$ cat src/rtl/data_mem_responder.sv
// Wait-stated 16x8 data memory answering the accumulator CPU's read/write strobes.
// Each access runs IDLE -> BUSY (WAIT_STATES+1 cycles) -> DONE and ends in a one-cycle memReady pulse.
module data_mem_responder #(
  parameter int DATA_W      = 8,
  parameter int ADDR_W      = 4,
  parameter int WAIT_STATES = 1
) (
  input  logic              clock,
  input  logic              reset,
  input  logic              mReadFlag,
  input  logic              mWriteFlag,
  input  logic [ADDR_W-1:0] dataMemAddrBus,
  input  logic [DATA_W-1:0] dataMemInDataBus,
  output logic [DATA_W-1:0] dataMemOutDataBus,
  output logic              memReady,
  output logic              memBusy,
  output logic              memErr
);

  localparam int DEPTH = 2 ** ADDR_W;
  localparam logic [1:0] IDLE = 2'd0;
  localparam logic [1:0] BUSY = 2'd1;
  localparam logic [1:0] DONE = 2'd2;
  localparam logic [3:0] WAIT_LOAD = 4'(WAIT_STATES);

  logic [1:0]        stateReg, stateNext;
  logic [3:0]        countReg, countNext;
  logic              opWriteReg;
  logic [ADDR_W-1:0] addrReg;
  logic [DATA_W-1:0] dataReg;
  logic [DATA_W-1:0] memArray [DEPTH];
  logic [DEPTH-1:0]  wordWe;
  logic              singleReq, bothReq, accessNow;

  assign singleReq = mReadFlag ^ mWriteFlag;
  assign bothReq   = mReadFlag & mWriteFlag;
  // The access itself happens on the last BUSY edge, when the wait counter has run out.
  assign accessNow = (stateReg == BUSY) && (countReg == 4'd0);
  assign memBusy   = (stateReg == BUSY) || (stateReg == DONE);

  always_comb begin
    stateNext = stateReg;
    countNext = countReg;
    case (stateReg)
      IDLE: begin
        if (singleReq) begin
          stateNext = BUSY;
          countNext = WAIT_LOAD;
        end
      end
      BUSY: begin
        if (countReg == 4'd0) stateNext = DONE;
        else                  countNext = countReg - 4'd1;
      end
      DONE:    stateNext = IDLE;
      default: stateNext = IDLE;
    endcase
  end

  always_ff @(posedge clock or posedge reset) begin
    if (reset) begin
      stateReg          <= IDLE;
      countReg          <= 4'd0;
      opWriteReg        <= 1'b0;
      addrReg           <= '0;
      dataReg           <= '0;
      dataMemOutDataBus <= '0;
      memReady          <= 1'b0;
      memErr            <= 1'b0;
    end else begin
      stateReg <= stateNext;
      countReg <= countNext;
      memReady <= accessNow;
      memErr   <= (stateReg == IDLE) && bothReq;
      // Bus contents are captured only at the sampling edge; later bus activity is ignored.
      if ((stateReg == IDLE) && singleReq) begin
        opWriteReg <= mWriteFlag;
        addrReg    <= dataMemAddrBus;
        dataReg    <= dataMemInDataBus;
      end
      if (accessNow && !opWriteReg) dataMemOutDataBus <= memArray[addrReg];
    end
  end

  generate
    for (genvar gi = 0; gi < DEPTH; gi++) begin : g_word_we
      assign wordWe[gi] = accessNow && opWriteReg && (addrReg == ADDR_W'(gi));
    end
  endgenerate

  // Reset must clear every word, so the store is a register file rather than block RAM.
  always_ff @(posedge clock or posedge reset) begin
    if (reset) begin
      for (int i = 0; i < DEPTH; i++) memArray[i] <= '0;
    end else begin
      for (int i = 0; i < DEPTH; i++) begin
        if (wordWe[i]) memArray[i] <= dataReg;
      end
    end
  end

endmodule

$ cat config.mk
export PLATFORM = sky130hd
export DESIGN_NAME = data_mem_responder
export DESIGN_NICKNAME = d
export VERILOG_FILES = /design/src/rtl/data_mem_responder.sv
export SDC_FILE = /design/constraint.sdc
export NUM_CORES = 1
export LEC_CHECK = 0
export CORE_AREA = 2 2 129 93
export CTS_CLUSTER_DIAMETER = 80
export DETAILED_ROUTE_END_ITERATION = 7
export DIE_AREA = 0 0 131 95
export PLACE_DENSITY = 0.83
export SLEW_MARGIN = 15
export SYNTH_ARGS = -nofsm -noshare
export SYNTH_HDL_FRONTEND = slang
export SYNTH_SLANG_ARGS = --single-unit
$ cat constraint.sdc
create_clock -name clock -period 16 [get_ports clock]
set_input_delay 3.2 -clock clock [delete_from_list [all_inputs] [get_ports clock]]
set_output_delay 3.2 -clock clock [all_outputs]
set_load 0.01 [all_outputs]
==> metrics.md, run 1 <==
| Metric | Value |
|---|---|
| Initial DRC count | `between 300 and 400` |
| Req. time, crit path | `12,800 ps` |
| RSZ-0062 raised after global routing | `false` |
| Share of cells above drive strength 1 | `44.78%` |
| Dpl hpwl | `just over 9000 microns` |
| Worst Path Arrival | `1620 ps` |
| Complex-gate fraction of the synthesized area | `under 10%` |
| Row Count | `33` |
| Post-Place Cells | `around 620` |
| Fmax | `roughly 0.21 GHz` |
| Number of global-route vias before repair | `4,448` |
| Top cell type's share of synthesized area | `between 50% and 60%` |
| Mapped Avg Cell Area | `15.29 sq um` |
| Total gr overflow | `0` |
| Antenna Nets Post-Route | `0` |
| Htree depth | `4` |
| N_diodes | `0` |
| Slew margin rel. | `39.70%` |
| Setup TNS | `0 ps` |
| Post-Synth Simple-Gate Area | `4.917%` |
| Outcome | `finished, final reports clean` |
| Synth Warn # | `0` |
| Total Nets Final | `507` |
| Pwr dens | `about 180 nW/um^2` |
| Largest area contributor in the netlist | `dfrtp_1` |
| Fin util | `between 70% and 80%` |
| IO Count | `27` |
| Number of port buffers | `26` |
| Mux share of post-synthesis cell area | `34.94%` |
| Initial antenna violation count | `0` |
| Largest family of logic cells by synthesized area | `multiplexers` |
| CP Depth | `3` |
| Total power draw | `1.472 mW` |
| LEAKAGE | `3.806 nW` |
| Worst Hold Depth | `1` |
| Clock Skews | `about 11 ps` |
| Syn nets | `487` |
| Final WL | `roughly 15,000 microns` |
| Largest cells by area after synthesis | `dfrtp_1 (55%), mux2_2 (22%), mux4_2 (10%), mux2i_1 (2.4%), o221ai_1 (0.98%)` |
| Final RePlAce weighted congestion | `0.7355` |
| VDD IR max | `0.1112 mV` |
| Setup Buffers After CTS | `0` |
| Synth Area in Adders | `less than 1%` |
| Area Overhead vs Synth | `13.12%` |
| DR DRC count | `0` |
| Post-synthesis sequential area ratio | `between 50% and 60%` |
| Finish-stage setup viols | `0` |
| Worst setup EP type | `output port` |
| Final min period | `about 4800 ps` |
| Slowest stage delay, CP | `520 ps` |
| Worst path cell trace | `inv_1, ha_1, clkdlybuf4s50_1` |
| Hold WC Path Type | `reg -> reg` |
| Clock-pin slew on the worst setup and hold paths | `70 ps` |
| Worst-Margin Slew | `approximately 900 ps` |
| CP Class | `reg -> out` |
| Post-CTS resize count | `0` |
| CTS tree | `yes` |
| Avg WL per Cell | `22.52 microns` |
| CTS buffer count | `17` |
| Worst-Skew Late Latency | `roughly 420 ps` |
| Distinct cell type count after synthesis | `36` |
| Drt pass-1 iters | `5` |
| Starting Density | `62.75%` |
| Largest net degree at the start of global routing | `84` |
| Gr usage total | `around 27%` |
| Reg2reg path depth | `6` |
| CP max FO | `2` |
| TritonCTS Sinks | `157` |
| XOR/XNOR Fraction of Synth Area | `0%` |
| Number of max-cap violations | `0` |
| Period utilization | `30.14%` |
| Root Buffer | `clkbuf_16` |
| Startpoint Class | `flip-flop` |
| Chip width | `around 130 microns` |
| Core Area | `11,350 sq um` |
| Cts-stage hold buffer count | `0` |
| Final Hold Vio Count | `0` |
| Buf/Inv on CP | `2` |
| Mapped Cells | `466` |
| First-pass GRT wire length | `24,250 microns` |
| Flops & latches, synth | `157` |
| Vias | `4,142` |
| Syn Std Cell Area | `~7000 sq um` |
| CP delay by family, top | `buffers and inverters` |
| Via density | `6.324` |
| Die footprint | `~12,000 sq um` |
| Layout Cells excl Fill | `655` |
| Die Y | `95 microns` |
| CTS Buffer Depth | `2` |
| Pins Over Slew Limit | `0` |
| Slowest cell on crit path | `clkdlybuf4s50_1` |
-- state kept, by name, summed over array words and instances, names as in the netlist, 2 cells and up --
register and count:
addrReg 4, countReg 4, dataMemOutDataBus 8, dataReg 8
memArray 128, stateReg 2
-- cells in the mapped netlist (all sizes together) --
library cell and instances:
a21oi 6, a31oi 1, and2 1, and4 1, buf 11, clkbuf 18, dfrtp 157, ha 5
inv 9, mux2 142, mux2i 17, mux4 32, nand2 17, nand2b 2, nand3 7, nand4 1
nand4b 1, nor2 7, nor2b 3, nor3 4, nor3b 4, nor4 2, o211ai 1, o21ai 4
o221ai 8, o22ai 1, or2 1, or3 1, or3b 1, or4 1
-- routing by layer --
layer / wire [microns] / track usage [%] / up-vias
met5: 0 / 0 / -
met3: 704 / 6.629 / 23
li1: - / - / 1785
met4: 225 / 8.777 / 0
met1: 6545 / 37.09 / 2208
met2: 7274 / 43.26 / 126
-- through the flow --
| stage | setup slack (ps) | hold slack, ps | cell area [sq um] |
|---|---|---|---|
| final | 11180 | 501.4 | 8060 |
| after detailed placement | 10710 | 489.0 | 7498 |
| after CTS | 11150 | 502.3 | 8060 |
| after global routing | 10910 | 515.9 | 8060 |
| after floorplan | 8565 | 473.9 | 7126 |
| after global placement | 10770 | 470.0 | 7498 |
-- final timing paths --
| path | from | to | slack [ps] |
|---|---|---|---|
| worst min register to register | memArray[43] | memArray[43] | 500 |
| worst max register to register | countReg[0] | memArray[19] | 13040 |
| max in group asynchronous | reset | addrReg[2] | 11240 |
| worst max-delay path | stateReg[0] | memBusy | 11180 |
| min in group asynchronous | reset | memArray[62] | 3260 |
| worst min-delay path | memArray[43] | memArray[43] | 500 |
-- final cells by class --
type	count	area (sq um)
repair buffers	30	290.3
well taps	157	196.4
multi-input cells	271	3043
flip-flops and latches	157	3930
clock inverters	14	136.4
clock buffers	17	425.4
inverters	9	38.79
fillers	709	3294
-- cell usage in the layout, fill, tap and decap left out, drive strengths merged, types with 8 or more instances in the layout --
cell	instances
dfrtp	157
mux2	142
mux4	32
clkdlybuf4s50	26
mux2i	17
nand2	17
clkbuf	17
inv	13
o221ai	8
-- kinds of logic (layout without fill, tap and decap cells) --
| logic type | count (synthesis) | after routing |
|---|---|---|
| flops | 157 | 157 |
| mux | 191 | 191 |
| simple gates | 54 | 54 |
| fa+ha+maj | 5 | 5 |
| compound gates | 21 | 21 |
| buf+inv | 38 | 70 |
-- power by group --
part           internal [mW]  leakage, nW  switching, mW  total, mW
logic                  0.239         1.40          0.194      0.433
clock network          0.216        0.267          0.170      0.386
registers              0.531         2.14          0.122      0.653
Note: power is estimated with default switching activity, not from simulation.
==> run 2, diff against run 1 <==
--- a/config.mk
+++ b/config.mk
@@ -5,11 +5,11 @@
 export SDC_FILE = /design/constraint.sdc
 export NUM_CORES = 1
 export LEC_CHECK = 0
-export CORE_AREA = 2 2 129 93
+export CORE_AREA = 2 2 133 96
 export CTS_CLUSTER_DIAMETER = 80
 export DETAILED_ROUTE_END_ITERATION = 7
-export DIE_AREA = 0 0 131 95
-export PLACE_DENSITY = 0.83
+export DIE_AREA = 0 0 135 98
+export PLACE_DENSITY = 0.78
 export SLEW_MARGIN = 15
 export SYNTH_ARGS = -nofsm -noshare
 export SYNTH_HDL_FRONTEND = slang
==> constraint.sdc (replaced) <==
create_clock -name clock -period 5.03 [get_ports clock]
set_input_delay 1.006 -clock clock [delete_from_list [all_inputs] [get_ports clock]]
set_output_delay 1.006 -clock clock [all_outputs]
set_load 0.01 [all_outputs]
==> run 2 against run 1 <==
  * Design area rose by 0.28%
  * Core utilization fell by 4.1 points
  * Sequential share of layout area decreased by 0.14 points
  * Critical path depth increased by 1
==> metrics.md, run 2 (synthesized netlist as in run 1, its figures left out) <==
| Metric | Value |
|---|---|
| Final min period | `2937 ps` |
| P_int | `3.139 mW (was 0.9857 mW)` |
| Root Buffer | `clkbuf_16 (unchanged)` |
| Layout Cells excl Fill | `661 (was 655)` |
| Worst-Skew Late Latency | `420 ps (about the same)` |
| Total power draw | `4.690 mW (was 1.472 mW)` |
| Vias | `4,057 (was 4,142)` |
| Net Sw Power | `1.550 mW (was 0.4865 mW)` |
| First-pass GRT wire length | `23,720 microns (was 24,250 microns)` |
| Chip width | `135 microns (was 131 microns)` |
| Pwr dens | `580.2 nW/um^2 (was 182.6 nW/um^2)` |
| Clk network pwr share | `26.3% (was 26.2%)` |
| Die Y | `98 microns (was 95 microns)` |
| Share of cells above drive strength 1 | `44.69% (was 44.78%)` |
| Gr usage total | `24.04% (was 27.08%)` |
| CP Capture Point | `memArray[16] (was memBusy)` |
| Area Overhead vs Synth | `13.43% (was 13.12%)` |
| Initial DRC count | `339 (was 310)` |
| LEAKAGE | `3.805 nW (was 3.806 nW)` |
| Drt pass-1 iters | `4 (was 5)` |
| Largest Register | `memArray (unchanged)` |
| Via density | `6.138 (was 6.324)` |
| Most frequent cells in the layout | `dfrtp_1 (156), mux2_2 (142), mux4_2 (32) (unchanged)` |
| Finish-stage setup viols | `0 (unchanged)` |
| Number of max-cap violations | `0 (unchanged)` |
| Antenna Nets Post-Route | `0 (unchanged)` |
| DR DRC count | `0 (unchanged)` |
| CP Class | `reg -> reg (was reg -> out)` |
| Post-Place Cells | `629 (was 624)` |
| Clock-pin slew on the worst setup and hold paths | `60 ps (was 70 ps)` |
| Worst reg2reg setup slack | `2090 ps (was 13,040 ps)` |
| Setup TNS | `0 ps (unchanged)` |
| Crit path from | `addrReg[3] (was stateReg[0])` |
| Clock Skews | `9.501 ps (was 10.70 ps)` |
| Final RePlAce weighted congestion | `0.8170 (was 0.7355)` |
| Number of port buffers | `26 (unchanged)` |
| CTS buffer count | `17 (unchanged)` |
| Most common cell after layout, fill and taps aside | `dfrtp_1 (unchanged)` |
| Cts-stage hold buffer count | `0 (unchanged)` |
| Logic pwr share | `27.6% (was 29.4%)` |
| Worst Path Arrival | `3230 ps (was 1620 ps)` |
| CP max FO | `22 (was 2)` |
| VDD IR max | `0.3357 mV (was 0.1112 mV)` |
| Die footprint | `13,230 sq um (was 12,450 sq um)` |
| TritonCTS Sinks | `157 (unchanged)` |
| Htree depth | `4 (unchanged)` |
| Core Area | `12,080 sq um (was 11,350 sq um)` |
| Setup Buffers After CTS | `0 (unchanged)` |
| Outcome | `finished, final reports clean (unchanged)` |
| Period utilization | `58.39%` |
| Avg WL per Cell | `21.96 microns (was 22.52 microns)` |
| Biggest regs | `memArray: 128 flops, dataMemOutDataBus: 8 flops, dataReg: 8 flops (unchanged)` |
| Post-CTS resize count | `0 (unchanged)` |
| Dpl hpwl | `9339 microns (was 9336 microns)` |
| Total Nets Final | `507 (unchanged)` |
| Number of flip-flops in the largest register | `128 (unchanged)` |
| Startpoint Class | `flip-flop (unchanged)` |
| Pins Over Slew Limit | `0 (unchanged)` |
| CTS tree | `yes (unchanged)` |
| Starting Density | `58.98% (was 62.75%)` |
| Worst hold slack | `500.4 ps (was 501.4 ps)` |
| Number of global-route vias before repair | `4,223 (was 4,448)` |
| RR Startpoint | `addrReg[3] (was countReg[0])` |
| Placed instance area | `7516 sq um (was 7498 sq um)` |
| Final WL | `14,510 microns (was 14,750 microns)` |
| Initial antenna violation count | `0 (unchanged)` |
| N_diodes | `0 (unchanged)` |
| Part of the power in registers | `46.1% (was 44.4%)` |
| Final Hold Vio Count | `0 (unchanged)` |
| IO Count | `27 (unchanged)` |
| Req. time, crit path | `5330 ps (was 12,800 ps)` |
| Number of fillers in the final layout | `851 (was 709)` |
| CTS Buffer Depth | `2 (unchanged)` |
| Worst setup EP type | `flip-flop (was output port)` |
| Reg2reg path depth | `4 (was 6)` |
| Hold WC Path Type | `reg -> reg (unchanged)` |
| Largest net degree at the start of global routing | `158 (was 84)` |
| Final Instance Area | `8083 sq um (was 8060 sq um)` |
| Slew margin rel. | `33.46% (was 39.70%)` |
| Worst-Margin Slew | `998.1 ps (was 904.5 ps)` |
| Sw Share | `33.06% (was 33.05%)` |
| RSZ-0062 raised after global routing | `false (unchanged)` |
| Fmax | `0.3405 GHz` |
| Row Count | `34 (was 33)` |
| Critical R2R Capture | `memArray[16] (was memArray[19])` |
| Total gr overflow | `0 (unchanged)` |
==> run 2: cell count changes in the layout (fill, tap and decap cells not counted) <==
cell and delta:
inv_6 -2, buf_12 +1, clkinvlp_4 +2, inv_8 +1, buf_4 -1, clkbuf_1 +1
clkinv_4 -1
==> run 2: layout make-up <==
type	count	area [sq um]	area share [%]
Timing Repair Buffer	30	302.8	3.746
Sequential cell	157	3930	48.62
Inverter	9	37.54	0.4644
Clock buffer	18	429.2	5.310
Clock inverter	14	137.6	1.703
Tap cell	162	202.7	2.508
Multi-Input combinational cell	271	3043	37.65
==> run 2: power groups by stage <==
stage | sequential, mW | clock, mW | combinational [mW]
floorplan | 1.89 | 0 | 1.18
global placement | 2.15 | 0 | 1.25
detailed placement | 2.18 | 0 | 1.30
CTS | 2.16 | 1.25 | 1.31
global route | 2.23 | 1.31 | 1.41
finish | 2.16 | 1.23 | 1.30
==> run 2: routing by layer <==
layer / global-route usage (%) / wire (microns) / share of wire (%) / up-vias
li1: - / - / - / 1774
met1: 37.20 / 6829 / 47 / 2159
met2: 34.60 / 6717 / 46 / 108
met3: 4.933 / 818 / 5.6 / 16
met4: 7.692 / 148 / 1.0 / 0
met5: 0 / 0 / 0 / -
==> run 2: how the worst min path moves through the flow <==
stage | cells past startpoint | slack (ps) | endpoint | from
5_1_grt | 1 | 510 | memArray[58] | memArray[58]
3_5_place_dp | 2 | 480 | dataMemOutDataBus[2] | dataMemOutDataBus[2]
2_1_floorplan | 1 | 470 | memArray[40] | memArray[40]
6_report | 1 | 500 | memArray[58] | memArray[58]
3_3_place_gp | 2 | 480 | dataMemOutDataBus[1] | dataMemOutDataBus[1]
4_1_cts | 1 | 500 | memArray[58] | memArray[58]
==> run 2: per-stage QoR <==
stage               utilization [%]  setup slack (ps)
floorplan                         -              2037
global placement              62.21              2150
detailed placement            62.21              2108
CTS                           66.90              2117
global route                  66.90              1917
finish                        66.90              2093
==> run 2: critical path, stage by stage, from the launching register on <==
cell and delay, ps:
dfrtp_1 1000, inv_1 160, or4_1 730, nor3b_4 530, mux2_2 400
==> run 3, diff against run 2 <==
==> constraint.sdc (replaced) <==
create_clock -name clock -period 2.8 [get_ports clock]
set_input_delay 0.56 -clock clock [delete_from_list [all_inputs] [get_ports clock]]
set_output_delay 0.56 -clock clock [all_outputs]
set_load 0.01 [all_outputs]
==> run 3 against run 2 <==
  * Clock-buffer cell count grew 2
  * First-iteration DRC count down 21%
  * Sequential power rose by 77%
  * Global-route usage is 1.0 points higher
  * Flip-flop and latch count did not move
  * Register-to-register slack worse by 2000 ps
  * Non-clock buffer count is 23 higher
  * Power up 83%
  * Maximum frequency is 10% higher
  * Via count increased by 2.4%
  * Core utilization is 2.0 points higher
  * Setup slack lost 2000 ps
==> metrics.md, run 3 (synthesized netlist as in run 1, its figures left out) <==
| Metric | Value |
|---|---|
| Biggest regs | `memArray: 128 flops, dataMemOutDataBus: 8 flops, dataReg: 8 flops (unchanged)` |
| Htree depth | `4 (unchanged)` |
| Final WL | `15,010 microns (was 14,510 microns)` |
| IO Count | `27 (unchanged)` |
| TritonCTS Sinks | `157 (unchanged)` |
| CP Class | `reg -> reg (unchanged)` |
| Initial antenna violation count | `0 (unchanged)` |
| Sw Share | `32.50% (was 33.06%)` |
| Met2 usage | `37.95% (was 34.60%)` |
| Share of cells above drive strength 1 | `47.51% (was 44.69%)` |
| Final Hold Vio Count | `0 (unchanged)` |
| VDD IR max | `0.6040 mV (was 0.3357 mV)` |
| Hold WC Path Type | `reg -> reg (unchanged)` |
| Chip width | `135 microns (unchanged)` |
| CTS Buffer Depth | `2 (unchanged)` |
| Worst-Skew Late Latency | `430 ps (was 420 ps)` |
| LEAKAGE | `3.955 nW (was 3.805 nW)` |
| Startpoint Class | `flip-flop (unchanged)` |
| Starting Density | `58.98% (unchanged)` |
| Die footprint | `13,230 sq um (unchanged)` |
| CTS buffer count | `17 (unchanged)` |
| Setup TNS | `0 ps (unchanged)` |
| P_int | `5.790 mW (was 3.139 mW)` |
| Number of flip-flops in the largest register | `128 (unchanged)` |
| Worst-Margin Slew | `700.4 ps (was 998.1 ps)` |
| Clock Skews | `10.43 ps (was 9.501 ps)` |
| Gr usage total | `25.06% (was 24.04%)` |
| Buf/Inv on CP | `2 (was 1)` |
| Number of global-route vias before repair | `4,424 (was 4,223)` |
| Dpl hpwl | `10,090 microns (was 9339 microns)` |
| Area Overhead vs Synth | `16.79% (was 13.43%)` |
| Met1 GRT Util | `36.90% (was 37.20%)` |
| Pins Over Slew Limit | `0 (unchanged)` |
| Most frequent cells in the layout | `dfrtp_1 (156), mux2_2 (142), mux4_2 (32) (unchanged)` |
| Period utilization | `95.32% (was 58.39%)` |
| Slew margin rel. | `53.31% (was 33.46%)` |
| Clk network pwr share | `26.1% (was 26.3%)` |
| Drt pass-1 iters | `5 (was 4)` |
| Fmax | `0.3747 GHz (was 0.3405 GHz)` |
| Final RePlAce weighted congestion | `0.7877 (was 0.8170)` |
| DR DRC count | `0 (unchanged)` |
| Core Area | `12,080 sq um (unchanged)` |
| Req. time, crit path | `3110 ps (was 5330 ps)` |
| CP delay by family, top | `simple AND/OR/NAND/NOR gates (unchanged)` |
| Vias | `4,156 (was 4,057)` |
| Crit path from | `countReg[0] (was addrReg[3])` |
| Clock-pin slew on the worst setup and hold paths | `60 ps (about the same)` |
| RSZ-0062 raised after global routing | `false (unchanged)` |
| Most common cell after layout, fill and taps aside | `dfrtp_1 (unchanged)` |
| Worst path cell trace | `inv_1, ha_1, or3b_4, buf_4, nor4_2, nand3_1, mux2_2 (was inv_1, or4_1, nor3b_4, mux2_2)` |
| Worst Path Arrival | `2980 ps (was 3230 ps)` |
| Largest Register | `memArray (unchanged)` |
| Logic pwr share | `29.4% (was 27.6%)` |
| Number of max-cap violations | `0 (unchanged)` |
| First-pass GRT wire length | `24,650 microns (was 23,720 microns)` |
| CP max FO | `11 (was 22)` |
| Slowest cell on crit path | `nand3_1 (was dfrtp_1)` |
| Met3 Usage GRT | `6.282% (was 4.933%)` |
| CTS tree | `yes (unchanged)` |
| Antenna Nets Post-Route | `0 (unchanged)` |
| Slowest stage delay, CP | `470 ps (was 1000 ps)` |
| Net Sw Power | `2.788 mW (was 1.550 mW)` |
| Avg WL per Cell | `21.95 microns (was 21.96 microns)` |
| Root Buffer | `clkbuf_16 (unchanged)` |
| Via density | `6.076 (was 6.138)` |
| Finish-stage setup viols | `0 (unchanged)` |
| Final min period | `2669 ps (was 2937 ps)` |
| Worst setup EP type | `flip-flop (unchanged)` |
| Outcome | `finished, final reports clean (unchanged)` |
| Total Nets Final | `530 (was 507)` |
| Initial DRC count | `267 (was 339)` |
| Total gr overflow | `0 (unchanged)` |
| Die Y | `98 microns (unchanged)` |
| RR Startpoint | `countReg[0] (was addrReg[3])` |
| Largest net degree at the start of global routing | `42 (was 158)` |
| Row Count | `34 (unchanged)` |
| Part of the power in registers | `44.5% (was 46.1%)` |
| Number of port buffers | `26 (unchanged)` |
| Worst hold slack | `493.4 ps (was 500.4 ps)` |
| Pwr dens | `1031 nW/um^2 (was 580.2 nW/um^2)` |
| N_diodes | `0 (unchanged)` |
| Grt peak-use layer | `met2 (was met1)` |
| Worst hold start | `dataMemOutDataBus[5] (was memArray[58])` |
==> run 3: power groups by stage <==
| stage | clock [mW] | sequential (mW) | combinational (mW) |
|---|---|---|---|
| detailed placement | 0 | 3.84 | 2.52 |
| global placement | 0 | 3.78 | 2.43 |
| global route | 2.38 | 3.95 | 2.74 |
| finish | 2.24 | 3.82 | 2.52 |
| floorplan | 0 | 3.39 | 2.13 |
| CTS | 2.26 | 3.81 | 2.54 |
==> run 3: area by class of cell <==
cell class | count | area [sq um]
inverters | 9 | 37.54
well taps | 162 | 202.7
repair buffers | 53 | 525.5
fillers | 819 | 3760
clock buffers | 20 | 466.7
clock inverters | 12 | 111.4
flip-flops and latches | 157 | 3930
multi-input cells | 271 | 3048
==> run 3: final timing paths <==
kind                                        endpoint  slack, ps  depth (start not counted)
worst max-delay path                    memArray[75]        130                          7
worst min-delay path            dataMemOutDataBus[5]        490                          2
worst max register to register          memArray[75]        130                          7
worst min register to register  dataMemOutDataBus[5]        490                          2
max in group asynchronous               memArray[91]       1550                          3
min in group asynchronous                 dataReg[7]        580                          2
==> run 3: worst reg2reg max path, cell delays in order (launching register included) <==
cell	delay (ps)
dfrtp_1	420
inv_1	110
ha_1	160
or3b_4	380
buf_4	180
nor4_2	390
nand3_1	470
mux2_2	450
==> run 3: metal layers <==
| metal | share of wire, % | wire, microns |
|---|---|---|
| met5 | 0 | 0 |
| met2 | 47 | 7066 |
| met3 | 4.3 | 650 |
| met1 | 48 | 7144 |
| met4 | 1.0 | 152 |
==> run 3: timing repair <==
item / in CTS / in global routing
hold buffers: 0 / 0
endpoints found under the setup margin: 0 / 13
buffers inserted: 0 / 1
resized for setup: 0 / 1
==> run 3: through the flow <==
| step | area (sq um) | setup WS, ps | instances | power [mW] | utilization, % |
|---|---|---|---|---|---|
| finish | 8322 | 131.0 | 684 | 8.577 | 68.88 |
| global route | 8322 | 2.101 | 684 | 9.070 | 68.88 |
| CTS | 8297 | 46.40 | 683 | 8.619 | 68.67 |
| detailed placement | 7719 | 75.10 | 651 | 6.367 | 63.89 |
| global placement | 7719 | 164.2 | 651 | 6.208 | 63.89 |
| floorplan | 7129 | 253.1 | 466 | 5.518 | - |
